File: src/rtl/lutram_stream_fifo.sv
// lutram_stream_fifo: first-word-fall-through ready/valid FIFO built on a
// distributed-RAM array with one synchronous write port and one asynchronous
// read port. Pointers carry an extra wrap bit so full and empty can be told
// apart without a separate state machine. Handshake flags are registered and
// computed from next-state pointers, so in_ready/out_valid never depend
// combinationally on in_valid or out_ready.

module lutram_stream_fifo_chk #(
  parameter int unsigned DEPTH       = 16,
  parameter int unsigned ALMOST_FULL = DEPTH - 2,
  parameter int unsigned PW          = $clog2(DEPTH) + 1
) (
  input logic          clk,
  input logic          rst_n,
  input logic          push,
  input logic          pop,
  input logic          in_ready,
  input logic          out_valid,
  input logic [PW-1:0] count,
  input logic          almost_full,
  input logic [PW-1:0] wr_ptr,
  input logic [PW-1:0] rd_ptr
);

  // Elaboration-time sanity on the geometry.
  if ((DEPTH < 2) || ((DEPTH & (DEPTH - 1)) != 0)) begin : g_depth_bad
    $error("lutram_stream_fifo: DEPTH must be a power of two >= 2");
  end
  if ((ALMOST_FULL < 1) || (ALMOST_FULL > DEPTH)) begin : g_af_bad
    $error("lutram_stream_fifo: ALMOST_FULL must lie in 1..DEPTH");
  end

  a_no_push_full : assert property (@(posedge clk) disable iff (!rst_n)
    push |-> (count < PW'(DEPTH)));
  a_ready_full : assert property (@(posedge clk) disable iff (!rst_n)
    (count == PW'(DEPTH)) |-> !in_ready);
  a_no_pop_empty : assert property (@(posedge clk) disable iff (!rst_n)
    pop |-> (count != {PW{1'b0}}));
  a_valid_empty : assert property (@(posedge clk) disable iff (!rst_n)
    out_valid == (count != {PW{1'b0}}));
  a_count_max : assert property (@(posedge clk) disable iff (!rst_n)
    count <= PW'(DEPTH));
  a_almost_full : assert property (@(posedge clk) disable iff (!rst_n)
    almost_full == (count >= PW'(ALMOST_FULL)));
  a_count_ptrs : assert property (@(posedge clk) disable iff (!rst_n)
    count == PW'(wr_ptr - rd_ptr));

endmodule

module lutram_stream_fifo #(
  parameter type         DATA_TYPE   = logic,
  parameter int unsigned DEPTH       = 16,
  parameter int unsigned ALMOST_FULL = DEPTH - 2
) (
  input  logic                       clk,
  input  logic                       rst_n,
  input  logic                       flush,
  input  logic                       in_valid,
  output logic                       in_ready,
  input  DATA_TYPE                   in_data,
  output logic                       out_valid,
  input  logic                       out_ready,
  output DATA_TYPE                   out_data,
  output logic [$clog2(DEPTH):0]     count,
  output logic                       almost_full
);

  localparam int unsigned AW = $clog2(DEPTH);
  localparam int unsigned PW = AW + 1;

  // Storage: intentionally not reset so it maps onto distributed RAM.
  DATA_TYPE mem_q [DEPTH];

  logic [PW-1:0] wr_ptr_q, wr_ptr_d;
  logic [PW-1:0] rd_ptr_q, rd_ptr_d;
  logic [PW-1:0] count_q, count_d;
  logic          in_ready_q, in_ready_d;
  logic          out_valid_q, out_valid_d;
  logic          almost_full_q, almost_full_d;

  logic          push_s;
  logic          pop_s;
  logic [AW-1:0] wr_idx_s;
  logic [AW-1:0] rd_idx_s;

  assign push_s   = in_valid & in_ready_q;
  assign pop_s    = out_valid_q & out_ready;
  assign wr_idx_s = wr_ptr_q[AW-1:0];
  assign rd_idx_s = rd_ptr_q[AW-1:0];

  // Next-state pointers, occupancy and handshake flags; flush wins over traffic.
  always_comb begin
    wr_ptr_d      = wr_ptr_q;
    rd_ptr_d      = rd_ptr_q;
    count_d       = count_q;
    in_ready_d    = in_ready_q;
    out_valid_d   = out_valid_q;
    almost_full_d = almost_full_q;
    if (flush) begin
      wr_ptr_d = {PW{1'b0}};
      rd_ptr_d = {PW{1'b0}};
      count_d  = {PW{1'b0}};
    end else begin
      if (push_s) begin
        wr_ptr_d = wr_ptr_q + PW'(1);
      end else begin
        wr_ptr_d = wr_ptr_q;
      end
      if (pop_s) begin
        rd_ptr_d = rd_ptr_q + PW'(1);
      end else begin
        rd_ptr_d = rd_ptr_q;
      end
      count_d = count_q + PW'(push_s) - PW'(pop_s);
    end
    // Full: same index, opposite wrap flag. Empty: identical pointers.
    in_ready_d    = !((wr_ptr_d[AW-1:0] == rd_ptr_d[AW-1:0]) &&
                      (wr_ptr_d[AW] != rd_ptr_d[AW]));
    out_valid_d   = (wr_ptr_d != rd_ptr_d);
    almost_full_d = (count_d >= PW'(ALMOST_FULL));
  end

  // Control state registers with asynchronous clear.
  always_ff @(posedge clk or negedge rst_n) begin
    if (!rst_n) begin
      wr_ptr_q      <= {PW{1'b0}};
      rd_ptr_q      <= {PW{1'b0}};
      count_q       <= {PW{1'b0}};
      in_ready_q    <= 1'b1;
      out_valid_q   <= 1'b0;
      almost_full_q <= 1'b0;
    end else begin
      wr_ptr_q      <= wr_ptr_d;
      rd_ptr_q      <= rd_ptr_d;
      count_q       <= count_d;
      in_ready_q    <= in_ready_d;
      out_valid_q   <= out_valid_d;
      almost_full_q <= almost_full_d;
    end
  end

  // Storage write port; a push coinciding with flush is dropped.
  always_ff @(posedge clk) begin
    if (push_s && !flush) begin
      mem_q[wr_idx_s] <= in_data;
    end
  end

  assign out_data    = mem_q[rd_idx_s];
  assign in_ready    = in_ready_q;
  assign out_valid   = out_valid_q;
  assign count       = count_q;
  assign almost_full = almost_full_q;

  lutram_stream_fifo_chk #(
    .DEPTH       (DEPTH),
    .ALMOST_FULL (ALMOST_FULL),
    .PW          (PW)
  ) u_chk (
    .clk         (clk),
    .rst_n       (rst_n),
    .push        (push_s),
    .pop         (pop_s),
    .in_ready    (in_ready_q),
    .out_valid   (out_valid_q),
    .count       (count_q),
    .almost_full (almost_full_q),
    .wr_ptr      (wr_ptr_q),
    .rd_ptr      (rd_ptr_q)
  );

endmodule
File: config.mk
export PLATFORM = sky130hd
export DESIGN_NAME = lutram_stream_fifo
export DESIGN_NICKNAME = d
export VERILOG_FILES = /design/src/rtl/lutram_stream_fifo.sv
export SDC_FILE = /design/constraint.sdc
export NUM_CORES = 1
export LEC_CHECK = 0
export CORE_ASPECT_RATIO = 1.5
export CORE_MARGIN = 2
export CORE_UTILIZATION = 30
export DETAILED_ROUTE_END_ITERATION = 6
export DONT_BUFFER_PORTS = 1
export PLACE_DENSITY = 0.47
export SLEW_MARGIN = 20
export SYNTH_ARGS = -nofsm -noshare
export SYNTH_HDL_FRONTEND = slang
export SYNTH_SLANG_ARGS = --single-unit
File: constraint.sdc
create_clock -name clk -period 3.27 [get_ports clk]
set_input_delay 0.327 -clock clk [delete_from_list [all_inputs] [get_ports clk]]
set_output_delay 0.327 -clock clk [all_outputs]
set_load 0.02 [all_outputs]
==> results of run 1 <==
## routing by layer
layer / wire, um / vias to the layer above / part of all wire, %
met5: 0 / - / 0
met4: 55 / 0 / 1.6
met3: 137 / 5 / 3.9
met2: 2070 / 19 / 58
met1: 1280 / 547 / 36
li1: - / 527 / -
## worst max-delay path, stage by stage (launching register included)
cell	delay, ns
dfstp_2	0.67
nand2_1	0.15
ha_1	0.30
inv_1	0.04
ha_1	0.19
fa_1	0.41
a21o_1	0.19
a21oi_1	0.18
xnor2_1	0.13
nor2_1	0.06
a31o_2	0.21
## power by group
part	leakage, nW	switching, mW	internal (mW)
Combinational	0.307	0.137	0.138
Sequential	0.383	0.0840	0.488
Clock	0.0426	0.147	0.146
## sequential cells by signal, indices dropped and copies added (netlist names)
register	flops
mem_q	16
count	5
rd_ptr_q	5
wr_ptr_q	5
almost_full	1
in_ready	1
out_valid	1
## cell families (layout without fill, tap and decap cells)
group | count (synthesis) | count (layout) | share of synthesized area, %
multiplexers | 5 | 5 | 6.48
buffers and inverters | 13 | 19 | 2.81
adder cells (fa/ha/maj) | 11 | 11 | 8.36
AO/OA/AOI/OAI | 20 | 20 | 8.28
AND/OR/NAND/NOR | 53 | 53 | 14.3
flip-flops | 34 | 34 | 53.7
XOR/XNOR | 12 | 12 | 6.05
## repair_timing
item / 4_1_cts / 5_1_grt
hold buffers: 1 / 0
endpoints found under the hold margin: 18 / 0
setup buffers: 0 / 0
## Yosys cell counts
master,instances
ha_1,10
a21bo_2,1
nand2_1,5
nor2_1,27
edfxtp_1,16
a221oi_2,1
o21a_1,2
o21ai_1,1
a21bo_1,1
fa_1,1
o211ai_1,1
a21oi_1,7
xnor2_1,6
nor3_1,1
dfstp_2,1
a211oi_1,1
nand3_1,10
nand4_1,1
nor2b_1,2
inv_1,10
o211a_1,1
clkbuf_1,3
xor2_1,6
o21ai_0,1
mux4_2,5
a31o_2,1
a21o_1,2
or3_1,5
dfrtp_1,17
or2_0,1
nand3_4,1
## final timing paths
check	startpoint	to	slack [ns]	cells past startpoint
min in group asynchronous	rst_n	count[3]$_DFF_PN0_	0.59	1
max in group asynchronous	rst_n	wr_ptr_q[2]$_DFF_PN0_	2.16	1
max	in_ready$_DFF_PN1_	almost_full$_DFF_PN0_	0.63	10
min	flush	count[1]$_DFF_PN0_	0.1	1
max reg2reg	in_ready$_DFF_PN1_	almost_full$_DFF_PN0_	0.63	10
min reg2reg	wr_ptr_q[4]$_DFF_PN0_	wr_ptr_q[4]$_DFF_PN0_	0.60	2
## per-stage QoR
| step | cells | instance area [um^2] | utilization (%) |
|---|---|---|---|
| floorplan | 148 | 1740 | - |
| global placement | 215 | 1810 | 32.8 |
| detailed placement | 215 | 1810 | 32.8 |
| CTS | 224 | 1900 | 34.4 |
| global route | 224 | 1900 | 34.4 |
| finish | 224 | 1900 | 34.4 |
## cell type report
type / count / area, um^2 / share of cell area, %
multi-input combinational: 101 / 756 / 39.7
sequential: 34 / 932 / 48.9
tap: 70 / 87.6 / 4.60
clock buffer: 6 / 72.6 / 3.81
inverter: 10 / 37.5 / 1.97
timing repair buffer: 1 / 10.0 / 0.526
clock inverter: 2 / 8.76 / 0.460
==> results.toml, run 1 <==
[critical_path]
start_kind = "flip-flop"
critPathKind = "reg -> reg"
cp.required_ns = 3.45
cp.arrival_ns = 2.82
end_kind = "flip-flop"
critPathMaxFanout = 8

[timing]
whs_ns = 0.0997
slew_viol_final = 0
fmax_ghz = 0.378
final-setup-viol-count = 0
tns_ns = 0
fin_crit_sh_pct = 80.9
finalCriticalPeriod_ns = 2.64
fin_skew_ns = 0.00555
hold_viol_final = 0
max_slew_margin_pct = 44.0
worst_slew_pin_slew_ns = 0.837
grt_setup_unrepaired = "false"
setup_ws_ns = 0.626

[clocking]
clkSinkCount = 34
clk_path_buf_depth = 2
cts-resized-gates = 0
cts_tree = "built"
clockRootBuffer = "clkbuf_8"
clkLatencyLatePin_ns = 0.28
clk_pin_slew_worst_paths_ns = 0.07
h-tree-depth = 2
cts_buffers = 5

[flow_run]
drv_cap = 0

[synthesis]
seq_area_frac_synth_pct = 53.7
synth_cells = 148
synthTopCellsByArea = "edfxtp_1, dfrtp_1, ha_1"
ys_ff_latch = 34
netlist.area_leader.share_pct = 27.7
synth.largest_area_cell = "edfxtp_1"
avgSynthCellArea_um2 = 11.7
synth_warnings = 0
synthDistinctLibCells = 31
syn_area_um2 = 1740
synth_nets = 165

[finish]
final_cell_mix = "nor2_1, dfrtp_1, edfxtp_1"
layout_commonest_cell = "nor2_1"
drive_gt1_share_pct = 10.4
fin_nets = 170
n_fill_cell = 587
diodes = 0
areaGrowthSynthToFinish_pct = 9.65

[grt]
grt_first_pass_wirelength_mm = 5.95
antenna_found_initial = 0
overflow = 0
grtUsageTotal_pct = 12.5
grt.busiest_layer = "met2"
grt_max_degree = 23
grtUsageMet2_pct = 23.6
grt_util_met3_pct = 3.82
grt_pass1_vias = 1206
met1_usage_pct = 12.5

[floorplan]
dieArea_um2 = 6430
core-area_um2 = 5530
die_width_um = 66.1
initial_core_util_pct = 31.4
die_y_um = 97.2
rows = 33
ioPinCount = 15

[routing]
routed_wl_mm = 3.54
drt_iter0_markers = 34
vias_per_cell = 4.90
routedWlPerCell_um = 15.8
drc_errors = 0
first_pass_iters = 4
ant_nets = 0
vias = 1098

[placed_design]
hpwl_mm = 2.74
place_ws_ns = 0.588
port_buffers = 0
gp_congestion = 0.711

[power_and_ir_drop]
peakVddDrop_uv = 325
power.density_nw_per_um2 = 599
p_leak_nw = 0.732
total_power_mw = 1.14

[hold_path]
hold_class = "in -> reg"

[status]
status = "finished clean"
Note: power is estimated with default switching activity, not from simulation.
==> run 2, diff against run 1 <==
--- a/config.mk
+++ b/config.mk
@@ -10,7 +10,7 @@
 export CORE_UTILIZATION = 30
 export DETAILED_ROUTE_END_ITERATION = 6
 export DONT_BUFFER_PORTS = 1
-export PLACE_DENSITY = 0.47
+export PLACE_DENSITY = 0.48
 export SLEW_MARGIN = 20
 export SYNTH_ARGS = -nofsm -noshare
 export SYNTH_HDL_FRONTEND = slang
==> constraint.sdc (replaced) <==
create_clock -name clk -period 2.2 [get_ports clk]
set_input_delay 0.22 -clock clk [delete_from_list [all_inputs] [get_ports clk]]
set_output_delay 0.22 -clock clk [all_outputs]
set_load 0.02 [all_outputs]
==> results.toml, run 2 (same netlist as run 1, synthesis figures left out) <==
[routing]
first_pass_iters = 4
drc_errors = 0
vias_per_cell = 4.86
routedWlPerCell_um = 15.3
drt_iter0_markers = 66
routed_wl_mm = 3.57
ant_nets = 0
vias = 1133

[finish]
final_util_pct = 36.5
areaGrowthSynthToFinish_pct = 16.2
largest_reg_flops = 16
final_cell_mix = "nor2_1, dfrtp_1, edfxtp_1"
drive_gt1_share_pct = 19.6
layout_commonest_cell = "nor2_1"
largest-register = "mem_q"
n_fill_cell = 580
fin_nets = 179
diodes = 0
final_cells = 233

[grt]
grt_max_degree = 19
grt_pass1_vias = 1266
grt_first_pass_wirelength_mm = 6.13
antenna_found_initial = 0
overflow = 0
grtUsageTotal_pct = 12.8

[floorplan]
dieArea_um2 = 6430
rows = 33
ioPinCount = 15
die_width_um = 66.1
initial_core_util_pct = 31.4
core-area_um2 = 5530
die_y_um = 97.2

[power_and_ir_drop]
power.density_nw_per_um2 = 891
p_leak_nw = 0.771
total_power_mw = 1.80
peakVddDrop_uv = 463

[clocking]
cts_buffers = 5
clk_path_buf_depth = 2
clkLatencyLatePin_ns = 0.28
clk_pin_slew_worst_paths_ns = 0.07
clockRootBuffer = "clkbuf_8"
clkSinkCount = 34
h-tree-depth = 2
cts_tree = "built"

[critical_path]
crit_top_cell = "ha_4"
slowest_stage = "dfstp_2"
end_kind = "flip-flop"
crit_chain = "nand2_4 > ha_4 > inv_2 > ha_4 > fa_2 > a21o_1 > a21oi_2 > xnor2_1 > nor2_1 > a31o_2"
worst_path_largest_cell_delay_ns = 0.55
cp.arrival_ns = 2.36
start_kind = "flip-flop"
cpLargestDelayFamily = "adder cells"
critPathKind = "reg -> reg"
cp.required_ns = 2.38
critPathMaxFanout = 2
cp.buffers_inverters = 1

[status]
status = "finished clean"

[hold_path]
hold_class = "in -> reg"

[timing]
slew_viol_final = 0
finalCriticalPeriod_ns = 2.19
fin_skew_ns = 0.00586
worst_slew_pin_slew_ns = 0.819
max_slew_margin_pct = 45.2
final-setup-viol-count = 0
tns_ns = 0
hold_viol_final = 0
setup_ws_ns = 0.0104
grt_setup_unrepaired = "true"
fin_crit_sh_pct = 99.5
fmax_ghz = 0.457

[placed_design]
gp_congestion = 0.767
hpwl_mm = 2.67
port_buffers = 0
dp.cells = 220
place_ws_ns = -0.0339

[flow_run]
drv_cap = 0
run 2: per-stage QoR:
stage	instance area, um^2	hold WS [ns]
2_1_floorplan	1780	-0.0756
3_3_place_gp	1890	-0.0748
3_5_place_dp	1890	-0.0751
4_1_cts	2000	0.00163
5_1_grt	2020	0.00177
6_report	2020	0.00933
run 2: layer usage:
layer | part of all wire (%) | track usage [%] | wire length [um]
met1 | 38 | 13.7 | 1370
met2 | 55 | 22.5 | 1950
met3 | 5.4 | 4.52 | 191
met4 | 1.7 | 4.24 | 59
met5 | 0 | 0 | 0
run 2: power breakdown:
group          leakage, nW  switching [mW]  internal (mW)
registers            0.381           0.112          0.726
clock network       0.0416           0.228          0.216
logic                0.348           0.242          0.273
run 2: area by class of cell:
type / count / area [um^2] / share of cell area, %
well taps: 70 / 87.6 / 4.34
clock buffers: 5 / 68.8 / 3.41
repair buffers: 10 / 80.1 / 3.97
multi-input cells: 101 / 795 / 39.4
clock inverters: 3 / 16.3 / 0.806
flip-flops and latches: 34 / 933 / 46.2
inverters: 10 / 37.5 / 1.86
run 2: repair_timing:
| action | 4_1_cts | 5_1_grt |
|---|---|---|
| resized for setup | 1 | 0 |
| hold buffers | 2 | 0 |
| gates cloned | 0 | 0 |
| endpoints found under the hold margin | 27 | 0 |
| pin swaps | 6 | 4 |
| endpoints found under the setup margin | 2 | 2 |
| setup buffers | 1 | 2 |
run 2: final timing paths:
| kind | depth (start not counted) | slack [ns] | from | end |
|---|---|---|---|---|
| max | 10 | 0.01 | in_ready$_DFF_PN1_ | almost_full$_DFF_PN0_ |
| min | 1 | 0.009 | flush | count[3]$_DFF_PN0_ |
| max reg2reg | 10 | 0.01 | in_ready$_DFF_PN1_ | almost_full$_DFF_PN0_ |
| min reg2reg | 2 | 0.60 | wr_ptr_q[4]$_DFF_PN0_ | wr_ptr_q[4]$_DFF_PN0_ |
| max in group asynchronous | 1 | 1.16 | rst_n | rd_ptr_q[0]$_DFF_PN0_ |
| min in group asynchronous | 1 | 0.47 | rst_n | rd_ptr_q[3]$_DFF_PN0_ |
==> run 3, diff against run 2 <==
--- a/config.mk
+++ b/config.mk
@@ -11,7 +11,7 @@
 export DETAILED_ROUTE_END_ITERATION = 6
 export DONT_BUFFER_PORTS = 1
 export PLACE_DENSITY = 0.48
-export SLEW_MARGIN = 20
+export SKIP_CTS_REPAIR_TIMING = 1
 export SYNTH_ARGS = -nofsm -noshare
 export SYNTH_HDL_FRONTEND = slang
 export SYNTH_SLANG_ARGS = --single-unit
==> results.toml, run 3 (same netlist as run 1, synthesis figures left out) <==
[grt]
grtUsageTotal_pct = 12.5
grt.busiest_layer = "met2"
grt_pass1_vias = 1246
grtUsageMet2_pct = 21.8
overflow = 0
antenna_found_initial = 0
grt_first_pass_wirelength_mm = 5.99
met1_usage_pct = 13.7
grt_util_met3_pct = 4.29
grt_max_degree = 23

[routing]
ant_nets = 0
routed_wl_mm = 3.60
vias = 1120
drt_iter0_markers = 47
first_pass_iters = 2
drc_errors = 0
vias_per_cell = 4.83
routedWlPerCell_um = 15.5

[clocking]
clkLatencyLatePin_ns = 0.28
clk_pin_slew_worst_paths_ns = 0.07
clkSinkCount = 34
clockRootBuffer = "clkbuf_8"
h-tree-depth = 2
cts_buffers = 5
cts_tree = "built"
clk_path_buf_depth = 2

[finish]
final_cell_mix = "nor2_1, dfrtp_1, edfxtp_1"
final_cells = 232
drive_gt1_share_pct = 19.1
largest_reg_flops = 16
fin_nets = 178
areaGrowthSynthToFinish_pct = 15.8
n_fill_cell = 585
layout_commonest_cell = "nor2_1"
largest-register = "mem_q"
diodes = 0

[placed_design]
gp_congestion = 0.767
hpwl_mm = 2.67
dp.cells = 220
port_buffers = 0

[critical_path]
cpLargestDelayFamily = "adder cells"
critPathMaxFanout = 2
end_kind = "flip-flop"
crit_start = "in_ready$_DFF_PN1_"
reg2reg_from = "in_ready$_DFF_PN1_"
path_depth = 10
cp.arrival_ns = 2.40
cp.buffers_inverters = 1
worst_path_largest_cell_delay_ns = 0.55
reg2reg_depth = 10
slowest_stage = "dfstp_2"
crit_chain = "nand2_4 > ha_4 > inv_2 > ha_4 > fa_2 > a21o_1 > a21oi_2 > xnor2_1 > nor2_1 > a31o_2"
crit_top_cell = "ha_4"
start_kind = "flip-flop"
crit_end = "almost_full$_DFF_PN0_"
critPathKind = "reg -> reg"
cp.required_ns = 2.37
regToRegSetupSlack_ns = -0.03
rr_endpoint = "almost_full$_DFF_PN0_"

[floorplan]
core-area_um2 = 5530
rows = 33
initial_core_util_pct = 31.4
ioPinCount = 15
dieArea_um2 = 6430
die_y_um = 97.2
die_width_um = 66.1

[power_and_ir_drop]
peakVddDrop_uv = 464
total_power_mw = 1.79
power.density_nw_per_um2 = 889
p_leak_nw = 0.766

[timing]
fin_skew_ns = 0.00549
max_slew_margin_pct = 44.1
hold_viol_final = 0
slew_viol_final = 0
fmax_ghz = 0.449
grt_setup_unrepaired = "true"
final-setup-viol-count = 1
whs_ns = 0.0110
fin_crit_sh_pct = 101
finalCriticalPeriod_ns = 2.23
setup_ws_ns = -0.0254
worst_slew_pin_slew_ns = 0.836

[hold_path]
hold_class = "in -> reg"

[status]
violations = "negative setup slack"
status = "complete, but fails checks"

[flow_run]
drv_cap = 0
-- run 3: changes by cell type in the layout (fill, tap and decap cells not counted) --
cell,before,now
buf_4,8,7
-- run 3: through the flow --
step | TNS, ns | area (um^2) | setup WS, ns | util [%]
2_1_floorplan | -0.155 | 1780 | -0.155 | -
3_3_place_gp | 0 | 1890 | 0.00201 | 34.1
3_5_place_dp | -0.0339 | 1890 | -0.0339 | 34.1
4_1_cts | -0.123 | 1970 | -0.0877 | 35.7
5_1_grt | -0.176 | 2010 | -0.135 | 36.3
6_report | -0.0254 | 2010 | -0.0254 | 36.3
-- run 3: worst min-delay path by stage --
stage                     start               endpoint  slack (ns)  cells after the start
after global placement    rst_n     count[3]$_DFF_PN0_       -0.07                      0
after CTS                 rst_n  rd_ptr_q[3]$_DFF_PN0_       -0.38                      0
after global routing      flush     count[3]$_DFF_PN0_       0.002                      1
final                     flush     count[3]$_DFF_PN0_        0.01                      1
after detailed placement  rst_n     count[2]$_DFF_PN0_       -0.08                      0
after floorplan           rst_n  almost_full$_DFF_PN0_       -0.08                      0
-- run 3: layer usage --
metal	routed length [um]	vias up
met4	56	0
met2	2000	18
met1	1370	556
li1	-	541
met5	0	-
met3	174	5
-- run 3: power by group --
group / internal [mW] / switching [mW]
clock: 0.216 / 0.226
combinational: 0.264 / 0.242
sequential: 0.726 / 0.114
-- run 3: area by class of cell --
| class | count | area (um^2) | share of cell area (%) |
|---|---|---|---|
| timing repair buffer | 9 | 72.6 | 3.61 |
| clock buffer | 5 | 68.8 | 3.42 |
| tap | 70 | 87.6 | 4.36 |
| sequential | 34 | 933 | 46.4 |
| multi-input combinational | 101 | 795 | 39.5 |
| inverter | 10 | 37.5 | 1.87 |
| clock inverter | 3 | 16.3 | 0.809 |
